--- config.mk ---
export PLATFORM = sky130hd
export DESIGN_NAME = mem_arbiter
export DESIGN_NICKNAME = d
export VERILOG_FILES = /design/src/rtl/mem_arb_pkg.sv /design/src/rtl/rr_arb2.sv /design/src/rtl/mem_arbiter.sv
export SDC_FILE = /design/constraint.sdc
export NUM_CORES = 1
export LEC_CHECK = 0
export CORE_MARGIN = 3
export CORE_UTILIZATION = 44
export CTS_BUF_LIST = sky130_fd_sc_hd__clkbuf_4
export DETAILED_ROUTE_END_ITERATION = 10
export GPL_ROUTABILITY_DRIVEN = 0
export PLACE_DENSITY = 0.88
export SETUP_SLACK_MARGIN = 0.3
export SLEW_MARGIN = 20
export SYNTH_ARGS = -nofsm -noshare
export SYNTH_HDL_FRONTEND = slang
export SYNTH_HIERARCHICAL = 1
export SYNTH_SLANG_ARGS = --single-unit
export TNS_END_PERCENT = 30
--- constraint.sdc ---
create_clock -name i_clk -period 6.27 [get_ports i_clk]
set_clock_uncertainty 0.1 [all_clocks]
set_input_delay 1.5675 -clock i_clk [delete_from_list [all_inputs] [get_ports i_clk]]
set_output_delay 1.5675 -clock i_clk [all_outputs]
set_load 0.05 [all_outputs]
--- src/rtl/mem_arb_pkg.sv ---
// Shared types and default sizes for the two-port memory arbiter.
// Holds the FSM state encoding so the top and any monitors agree on it.
package mem_arb_pkg;

   localparam int ADDR_W_DEF  = 32;
   localparam int DATA_W_DEF  = 32;
   localparam int TIMEOUT_DEF = 255;

   typedef enum logic [1:0] {
      ST_IDLE  = 2'd0,
      ST_ISSUE = 2'd1,
      ST_WAIT  = 2'd2,
      ST_DONE  = 2'd3
   } state_t;

endpackage

--- src/rtl/rr_arb2.sv ---
// Two-way round-robin arbiter: combinational grant, pointer register flips to the loser on grant.
// Zero latency; grants only while i_en is high, otherwise requests simply wait.
module rr_arb2 (
   input  logic i_clk,
   input  logic i_reset,
   input  logic i_en,
   input  logic i_req0,
   input  logic i_req1,
   output logic o_gnt0,
   output logic o_gnt1
);

   logic r_prio1;   // 1: port 1 wins a tie
   logic w_gnt0;
   logic w_gnt1;

   always_comb begin
      w_gnt0 = i_en & i_req0 & (~i_req1 | ~r_prio1);
      w_gnt1 = i_en & i_req1 & (~i_req0 |  r_prio1);
   end

   always_ff @(posedge i_clk) begin
      if (i_reset) begin
         r_prio1 <= 1'b0;
      end else if (w_gnt0) begin
         r_prio1 <= 1'b1;
      end else if (w_gnt1) begin
         r_prio1 <= 1'b0;
      end
   end

   assign o_gnt0 = w_gnt0;
   assign o_gnt1 = w_gnt1;

endmodule

--- src/rtl/mem_arbiter.sv ---
// Two-port memory arbiter: round-robin grant, one-shot mem command, ack wait with timeout.
// Latency req->done is 3 cycles minimum; the losing port holds req and waits in IDLE.
module mem_arbiter
   import mem_arb_pkg::*;
#(
   parameter int ADDR_W  = ADDR_W_DEF,
   parameter int DATA_W  = DATA_W_DEF,
   parameter int TIMEOUT = TIMEOUT_DEF
) (
   input  logic              i_clk,
   input  logic              i_reset,
   input  logic              i_req0,
   input  logic              i_req1,
   input  logic              i_we0,
   input  logic              i_we1,
   input  logic [ADDR_W-1:0] i_addr0,
   input  logic [ADDR_W-1:0] i_addr1,
   input  logic [DATA_W-1:0] i_wdata0,
   input  logic [DATA_W-1:0] i_wdata1,
   output logic              o_done0,
   output logic              o_done1,
   output logic [DATA_W-1:0] o_rdata,
   output logic              o_err,
   output logic              o_busy,
   output logic              o_mem_en,
   output logic              o_mem_we,
   output logic [ADDR_W-1:0] o_mem_addr,
   output logic [DATA_W-1:0] o_mem_wdata,
   input  logic              i_mem_ack,
   input  logic [DATA_W-1:0] i_mem_rdata
);

   localparam logic [7:0] TO_CNT = 8'(TIMEOUT);

   state_t            r_state;
   logic              r_owner;
   logic [7:0]        r_cnt;
   logic              r_done0;
   logic              r_done1;
   logic [DATA_W-1:0] r_rdata;
   logic              r_err;
   logic              r_busy;
   logic              r_mem_en;
   logic              r_mem_we;
   logic [ADDR_W-1:0] r_mem_addr;
   logic [DATA_W-1:0] r_mem_wdata;

   logic       w_gnt0;
   logic       w_gnt1;
   logic [7:0] w_cnt_nxt;

   rr_arb2 u_rr_arb2 (
      .i_clk   (i_clk),
      .i_reset (i_reset),
      .i_en    (r_state == ST_IDLE),
      .i_req0  (i_req0),
      .i_req1  (i_req1),
      .o_gnt0  (w_gnt0),
      .o_gnt1  (w_gnt1)
   );

   assign w_cnt_nxt = r_cnt + 8'd1;

   always_ff @(posedge i_clk) begin
      if (i_reset) begin
         r_state     <= ST_IDLE;
         r_owner     <= 1'b0;
         r_cnt       <= '0;
         r_done0     <= 1'b0;
         r_done1     <= 1'b0;
         r_rdata     <= '0;
         r_err       <= 1'b0;
         r_busy      <= 1'b0;
         r_mem_en    <= 1'b0;
         r_mem_we    <= 1'b0;
         r_mem_addr  <= '0;
         r_mem_wdata <= '0;
      end else begin
         r_mem_en <= 1'b0;
         r_done0  <= 1'b0;
         r_done1  <= 1'b0;
         case (r_state)
            ST_IDLE: begin
               if (w_gnt0 | w_gnt1) begin
                  r_owner     <= w_gnt1;
                  r_mem_we    <= w_gnt1 ? i_we1    : i_we0;
                  r_mem_addr  <= w_gnt1 ? i_addr1  : i_addr0;
                  r_mem_wdata <= w_gnt1 ? i_wdata1 : i_wdata0;
                  r_mem_en    <= 1'b1;
                  r_busy      <= 1'b1;
                  r_state     <= ST_ISSUE;
               end
            end
            ST_ISSUE: begin
               r_cnt   <= '0;
               r_state <= ST_WAIT;
            end
            ST_WAIT: begin
               // A late ack on the final counted cycle still beats the timeout.
               if (i_mem_ack) begin
                  r_rdata <= r_mem_we ? '0 : i_mem_rdata;
                  r_err   <= 1'b0;
                  r_done0 <= ~r_owner;
                  r_done1 <= r_owner;
                  r_state <= ST_DONE;
               end else if (w_cnt_nxt == TO_CNT) begin
                  r_cnt   <= w_cnt_nxt;
                  r_rdata <= '0;
                  r_err   <= 1'b1;
                  r_done0 <= ~r_owner;
                  r_done1 <= r_owner;
                  r_state <= ST_DONE;
               end else begin
                  r_cnt <= w_cnt_nxt;
               end
            end
            ST_DONE: begin
               r_busy  <= 1'b0;
               r_state <= ST_IDLE;
            end
            default: r_state <= ST_IDLE;
         endcase
      end
   end

   assign o_done0     = r_done0;
   assign o_done1     = r_done1;
   assign o_rdata     = r_rdata;
   assign o_err       = r_err;
   assign o_busy      = r_busy;
   assign o_mem_en    = r_mem_en;
   assign o_mem_we    = r_mem_we;
   assign o_mem_addr  = r_mem_addr;
   assign o_mem_wdata = r_mem_wdata;

endmodule

==> results of run 1 <==
## power by group
group          total (mW)  switching (mW)  internal, mW
clock               0.595           0.277         0.318
sequential           1.07           0.131         0.944
combinational        2.02            1.31         0.712
## state kept, by name, indices dropped and copies added (netlist names)
signal	count
o_busy	1
o_done0	1
o_done1	1
o_err	1
o_mem_addr	32
o_mem_en	1
o_mem_wdata	32
o_mem_we	1
o_rdata	32
r_cnt	8
r_owner	1
r_state	2
u_rr_arb2/r_prio1	1
## metal layers
layer | vias up | share of wire | GRT usage
li1 | 2507 | - | -
met1 | 2290 | 0.39 | 0.258
met2 | 214 | 0.51 | 0.398
met3 | 30 | 0.076 | 0.0805
met4 | 0 | 0.028 | 0.0978
met5 | - | 0 | 0
## synthesized netlist by cell type, drive strengths merged
master	number	area, sq um
ha	6	75.1
nand3b	1	7.51
and3	3	20.0
inv	7	26.3
a31oi	2	12.5
nor2	80	300
a41oi	1	8.76
and4bb	1	12.5
a22oi	35	263
a221oi	1	15.0
a21o	1	15.0
buf	8	83.8
or4	2	20.0
nand3	3	15.0
and3b	1	10.0
nand2b	35	219
o21a	1	7.51
a311oi	3	26.3
nand2	9	36.3
and4b	1	10.0
nand4	1	6.26
or2	1	6.26
mux2i	66	661
nor2b	5	31.3
or4b	1	10.0
a211oi	68	510
a21boi	1	7.51
a21oi	10	50.1
nor4bb	1	10.0
clkbuf	42	158
o31ai	1	7.51
o21ai	39	308
dfxtp	114	2280
nor3b	1	7.51
o21bai	1	7.51
## critical path: cells and delay by family
kind                   cells  cell delay (ps)
AOI/OAI and AO/OA          3             1180
buffers and inverters      3             1450
and+or+nand+nor            2              180
## final cells by class
type	instances	area, sq um
Clock inverter	13	166
Clock buffer	19	143
Sequential cell	114	2280
Inverter	7	26.3
Fill cell	821	3270
Tap cell	143	179
Timing Repair Buffer	272	2710
Multi-Input combinational cell	382	2740
## kinds of logic after synthesis
| family | Yosys count | share of synthesized area |
|---|---|---|
| AO/OA/AOI/OAI | 164 | 0.236 |
| adder cells (fa/ha/maj) | 6 | 0.0143 |
| buffers and inverters | 57 | 0.0510 |
| flip-flops | 114 | 0.435 |
| multiplexers | 66 | 0.126 |
| AND/OR/NAND/NOR | 146 | 0.138 |
## cell usage in the layout (no fill, tap or decap), drive strengths merged, types with 3 or more instances in the layout
cell type      count
nand2b            35
clkdlybuf4s50    267
a22oi             35
o21ai             39
dfxtp            114
nand3              3
a311oi             3
nor2              80
a211oi            68
buf                5
nor2b              5
inv                7
clkinv             7
nand2              9
a21oi             10
mux2i             66
ha                 6
bufinv             4
and3               3
clkbuf            19
## final timing paths
path	start	cells past startpoint	slack (ps)	to
worst max-delay path	i_req1	8	2200	o_mem_addr[29]
worst max register to register	r_state[0]	9	2920	o_mem_addr[29]
worst min register to register	o_rdata[1]	2	390	o_rdata[1]
worst min-delay path	o_rdata[1]	2	390	o_rdata[1]
==> qor.csv, run 1 <==
metric,value,unit
outcome,"complete, no violations",
grt_setup_unrepaired,no,
gr-total-overflow,0,
p_per_area,447,mW/mm^2
total_power,3.69,mW
fmax,0.246,GHz
cpPeakStageDelay,830,ps
timing.final.ws_setup,2200,ps
critPathMaxFanout,90,
syn-cell-area,0.00525,sq mm
ctsHtreeMaxLevel,4,
dp_slack,1620,ps
fin_crit,4070,ps
design_area,0.00825,sq mm
synth.avg_cell_area,9.49,sq um
drt_iter0_markers,306,
crit_top_cell,buf_4,
wirelength,15400,um
yosysWarnings,6,
clockBufferDepth,2,
hp-class,reg -> reg,
first_pass_iters,5,
end_kind,flip-flop,
dpl-instance-area,0.00793,sq mm
grt_pass1_wl,24200,um
synthToLayoutAreaGrowth,57.2,%
io_pins,269,
fp.dieH,115,um
final.setup.tns,0,ps
ant_nets,0,
synth.distinct_cells,42,
place_inst,918,
syn_inst,553,
start_util,0.456,
worst_hold_slack,394,ps
cap_violations,0,
max-slew-margin-rel,0.369,
coreArea,0.0115,sq mm
crit_path_start_kind,input port,
diodes,0,
finalCritPeriodShare,0.649,
dieArea,0.0133,sq mm
rows,39,
nNetsFinal,967,
tightest_slew,947,ps
clkTransAtPathRegs,100,ps
drive_gt1_frac,0.0954,
drv_slew,0,
critPathRequiredTime,6610,ps
vias,5041,
cp.arrival,4410,ps
layoutNonFillerInstCount,950,
cts_num_sinks,114,
viasPerCell,5.31,
leakage,2.92,nW
drc,0,
io_buffers,268,
clockRootBuffer,clkbuf_4,
cts_made_buffers,17,
finalSetupViolCount,0,
post_cts_buffers,0,
grtUsageTotal,0.231,
cp_slowest_cell,o21a_4,
die_x,115,um
synth-seq-area-share,0.435,
antenna_found_initial,0,
ir_drop,257,uV
wl_per_cell,16.3,um
hpwlAfterDp,11500,um
crit_chain,clkdlybuf4s50_1 -> nand2_1 -> a21oi_4 -> buf_4 -> o21a_4 -> buf_4 -> nor2_1 -> a211oi_1,
grt_max_degree,118,
postCtsResizedCells,0,
utilization,0.716,
clk_latency,530,ps
cts_hold_buf,0,
grt_pass1_vias,5001,
worstSetupPathType,in -> reg,
cts_tree,done,
hold_violations,0,
synth-seq-cells,114,
syn_nets,726,
(Power assumes the default switching activity.)
==> inputs of run 2 (changes only) <==
CORE_UTILIZATION = 41   (was 44)
PLACE_DENSITY = 0.82   (was 0.88)
clock period = 4.22 ns   (was 6.27 ns; I/O delays follow)
==> run 2 against run 1 <==
Clock-buffer cell count decreased by 2; non-clock buffer count is 2 higher; sequential power increased by 49%; combinational power rose by 49%; cell count increased by 2.8%; via count shrank 0.69%; hold slack improved by 4.0 ps; power grew 48%; utilization is 3.9 points lower; sequential share of layout area decreased by 0.18 points; largest cell class is now non-clock buffers.
==> qor.csv, run 2 (synthesis results as in run 1) <==
metric,value,unit,change
synthToLayoutAreaGrowth,58.2,%,was 57.2%
grtUsageTotal,0.206,,was 0.231
finalCritPeriodShare,0.711,,
ctsHtreeMaxLevel,4,,unchanged
vias,5006,,was 5041
drc,0,,unchanged
end_kind,output port,,was flip-flop
io_buffers,268,,unchanged
wl_per_cell,15.5,um,was 16.3 um
antenna_found_initial,0,,unchanged
clockRootBuffer,clkbuf_4,,unchanged
place_inst,945,,was 918
finalSetupViolCount,0,,unchanged
leakage,2.93,nW,was 2.92 nW
wirelength,15200,um,was 15400 um
cp_slowest_cell,clkdlybuf4s50_1,,was o21a_4
drive_gt1_frac,0.101,,was 0.0954
ir_drop,303,uV,was 257 uV
layout_commonest_cell,clkdlybuf4s50_1,,unchanged
cap_violations,0,,unchanged
diodes,0,,unchanged
grt_pass1_vias,4954,,was 5001
final.setup.tns,0,ps,unchanged
nNetsFinal,969,,was 967
worstSetupPathType,reg -> out,,was in -> reg
dieArea,0.0142,sq mm,was 0.0133 sq mm
grt_setup_unrepaired,no,,unchanged
total_power,5.45,mW,was 3.69 mW
postCtsResizedCells,0,,unchanged
cts_num_sinks,114,,unchanged
gr-total-overflow,0,,unchanged
viasPerCell,5.12,,was 5.31
p_per_area,657,mW/mm^2,was 447 mW/mm^2
grt_max_degree,133,,was 118
rows,40,,was 39
grt_pass1_wl,24000,um,was 24200 um
io_pins,269,,unchanged
start_util,0.428,,was 0.456
fp.dieH,119,um,was 115 um
cts_made_buffers,17,,unchanged
fmax,0.333,GHz,
clk_latency,490,ps,was 530 ps
drt_iter0_markers,218,,was 306
die_x,119,um,was 115 um
hp-class,reg -> reg,,unchanged
cpPeakStageDelay,880,ps,was 830 ps
outcome,"complete, no violations",,unchanged
crit_chain,clkdlybuf4s50_1,,was clkdlybuf4s50_1 -> nand2_1 -> a21oi_4 -> buf_4 -> o21a_4 -> buf_4 -> nor2_1 -> a211oi_1
cp.arrival,1840,ps,was 4410 ps
critPathMaxFanout,3,,was 90
coreArea,0.0123,sq mm,was 0.0115 sq mm
tightest_slew,661,ps,was 947 ps
fin_crit,3000,ps,
first_pass_iters,4,,was 5
critPathRequiredTime,3060,ps,was 6610 ps
ant_nets,0,,unchanged
cts_tree,done,,unchanged
cts_hold_buf,0,,unchanged
hpwlAfterDp,11300,um,was 11500 um
clockBufferDepth,2,,unchanged
drv_slew,0,,unchanged
post_cts_buffers,0,,unchanged
most-common-layout-cells,"clkdlybuf4s50_1 (267), dfxtp_1 (114), nor2_1 (79)",,unchanged
clkTransAtPathRegs,110,ps,was 100 ps
cp_top_family,buffers and inverters,,unchanged
hold_violations,0,,unchanged
crit_path_start_kind,flip-flop,,was input port
crit_buf_inv,1,,was 3
layoutNonFillerInstCount,977,,was 950
max-slew-margin-rel,0.559,,was 0.369
run 2: layout make-up:
cell class | count | area, sq um
Clock inverter | 15 | 185
Fill cell | 946 | 3960
Timing Repair Buffer | 274 | 2740
Tap cell | 168 | 210
Sequential cell | 114 | 2280
Multi-Input combinational cell | 382 | 2730
Inverter | 7 | 26.3
Clock buffer | 17 | 128
run 2: report_power, final:
part	switching, mW	internal [mW]	total [mW]
sequential	0.187	1.40	1.59
clock	0.435	0.417	0.852
combinational	1.94	1.07	3.01
total	2.56	2.89	5.45
run 2: path summary, 6_finish.rpt:
kind	start	to	slack (ps)	depth (start not counted)
max	o_mem_we	o_mem_we	1220	1
min	o_rdata[13]	o_rdata[13]	400	2
max reg2reg	r_cnt[0]	o_done1	1670	5
min reg2reg	o_rdata[13]	o_rdata[13]	400	2
run 2: routing by layer:
metal | vias up | part of all wire | GRT usage | wire length [um]
li1 | 2502 | - | - | -
met1 | 2269 | 0.41 | 0.240 | 6220
met2 | 215 | 0.49 | 0.351 | 7440
met3 | 20 | 0.079 | 0.0698 | 1190
met4 | 0 | 0.020 | 0.0739 | 309
met5 | - | 0 | 0 | 0
run 2: metrics by stage:
step	util	hold WS [ps]	worst slack, ps	instance area (sq um)
floorplan	-	368	1560	5250
global placement	0.652	374	1120	7990
detailed placement	0.652	383	1020	7990
CTS	0.677	401	1160	8300
global route	0.677	419	1120	8300
finish	0.677	398	1220	8300
==> inputs of run 3 (changes only) <==
CORE_UTILIZATION = 37   (was 41)
PLACE_DENSITY = 0.78   (was 0.82)
clock period = 2.45 ns   (was 4.22 ns; I/O delays follow)
==> run 3 against run 2 <==
Clock-buffer cell count grew 2; via count grew 0.72%; register-to-register slack lost 1300 ps; utilization shrank 5.7 points; clock power grew 41%; non-clock buffer count grew 10; wire length grew 1.6%; power grew 65%; hold slack lost 18 ps; sequential power grew 72%; largest power group unchanged.
==> qor.csv, run 3 (synthesis results as in run 1) <==
metric,value,unit,change
multiInputGateArea,0.00277,sq mm,was 0.00273 sq mm
antenna_found_initial,0,,unchanged
hpwlAfterDp,11800,um,was 11300 um
dp_slack,29.3,ps,was 1020 ps
critPathRequiredTime,1740,ps,was 3060 ps
max-slew-margin-rel,0.517,,was 0.559
wl_met1,6120,um,was 6220 um
crit_buf_inv,1,,unchanged
synthToLayoutAreaGrowth,60.2,%,was 58.2%
timing.final.ws_setup,310,ps,was 1220 ps
cp-startpoint,o_rdata[23],,was o_mem_we
nNetsFinal,979,,was 969
fmax,0.467,GHz,
layout_commonest_cell,clkdlybuf4s50_1,,unchanged
rows,42,,was 40
gr-total-overflow,0,,unchanged
hold_start,o_busy,,was o_rdata[13]
drive_gt1_frac,0.171,,was 0.101
finalSetupViolCount,0,,unchanged
final.setup.tns,0,ps,unchanged
critPathMaxFanout,3,,unchanged
clockBufferDepth,2,,unchanged
met3_length,1310,um,was 1190 um
viasPerCell,5.07,,was 5.12
cp_top_family,buffers and inverters,,unchanged
hp-class,reg -> reg,,unchanged
met2_length,7680,um,was 7440 um
nFillCells,1143,,was 946
wl_per_cell,15.5,um,about the same
leakage,3.24,nW,was 2.93 nW
path_depth,1,,unchanged
grt_pass1_wl,25500,um,was 24000 um
crit_path_start_kind,flip-flop,,unchanged
seqCellArea,0.00230,sq mm,was 0.00228 sq mm
r2r_cells,6,,was 5
drv_slew,0,,unchanged
fin_crit,2140,ps,
wirelength,15400,um,was 15200 um
post_cts_buffers,0,,unchanged
first_pass_iters,4,,unchanged
top_layer,met4,,unchanged
utilization,0.620,,was 0.677
clockRootBuffer,clkbuf_4,,unchanged
crit_chain,dlygate4sd2_1,,was clkdlybuf4s50_1
grt_max_degree,68,,was 133
cts_num_sinks,114,,unchanged
worstHoldPathCells,2,,unchanged
worst_hold_slack,380,ps,was 398 ps
ir_drop,607,uV,was 303 uV
dieArea,0.0156,sq mm,was 0.0142 sq mm
ctsHtreeMaxLevel,4,,unchanged
drc,0,,unchanged
io_buffers,268,,unchanged
grt_setup_unrepaired,yes,,was no
cp_slowest_cell,dlygate4sd2_1,,was clkdlybuf4s50_1
cts_hold_buf,0,,unchanged
io_pins,269,,unchanged
cpPeakStageDelay,540,ps,was 880 ps
vias,5042,,was 5006
clk_latency,520,ps,was 490 ps
cp.arrival,1430,ps,was 1840 ps
ant_nets,0,,unchanged
end_kind,output port,,unchanged
diodes,0,,unchanged
grtUsageTotal,0.198,,was 0.206
die_x,125,um,was 119 um
coreArea,0.0136,sq mm,was 0.0123 sq mm
fp.dieH,125,um,was 119 um
cts_made_buffers,17,,unchanged
finalCritPeriodShare,0.873,,
worstSetupPathType,reg -> out,,unchanged
drt_iter0_markers,249,,was 218
most-common-layout-cells,"clkdlybuf4s50_1 (165), dfxtp_1 (107), nor2_1 (79)",,"was clkdlybuf4s50_1 (267), dfxtp_1 (114), nor2_1 (79)"
tightest_slew,723,ps,was 661 ps
p_per_area,1070,mW/mm^2,was 657 mW/mm^2
start_util,0.387,,was 0.428
hold_violations,0,,unchanged
outcome,"complete, no violations",,unchanged
cap_violations,0,,unchanged
clkTransAtPathRegs,100,ps,was 110 ps
total_power,9.01,mW,was 5.45 mW
r2r_start,r_cnt[0],,unchanged
grt_pass1_vias,5147,,was 4954
cts_tree,done,,unchanged
-- run 3: where the power goes --
group / switching, mW / internal, mW
Combinational: 3.37 / 1.71
Clock: 0.693 / 0.503
Sequential: 0.314 / 2.41
Total: 4.38 / 4.63
-- run 3: path summary, 6_finish.rpt --
path / slack, ps / to
worst max-delay path: 310 / o_rdata[23]
worst min-delay path: 380 / o_busy
worst max register to register: 390 / o_rdata[0]
worst min register to register: 380 / o_busy
-- run 3: repair_timing --
| item | in CTS | in global routing |
|---|---|---|
| pin swaps | 0 | 2 |
| resized for setup | 180 | 16 |
| endpoints found under the setup margin | 134 | 165 |
-- run 3: worst min-delay path, cell delays in order, from the launching register on --
cell	delay, ps
dfxtp_1	320
o21ai_0	60
a21oi_1	60
-- run 3: routing by layer --
layer / GRT usage / vias up
li1: - / 2530
met5: 0 / -
met1: 0.225 / 2291
met4: 0.0759 / 0
met3: 0.0759 / 24
met2: 0.336 / 197
-- run 3: final cells by class --
type                    count  area share
inverters                   7     0.00313
clock inverters            13      0.0113
flip-flops and latches    114       0.273
repair buffers            284       0.340
multi-input cells         382       0.330
well taps                 176      0.0262
clock buffers              19      0.0170
-- run 3: through the flow --
stage	area [sq um]	cells
after floorplan	5250	553
after global placement	8150	963
after detailed placement	8150	963
after CTS	8360	995
after global routing	8400	995
final	8400	995
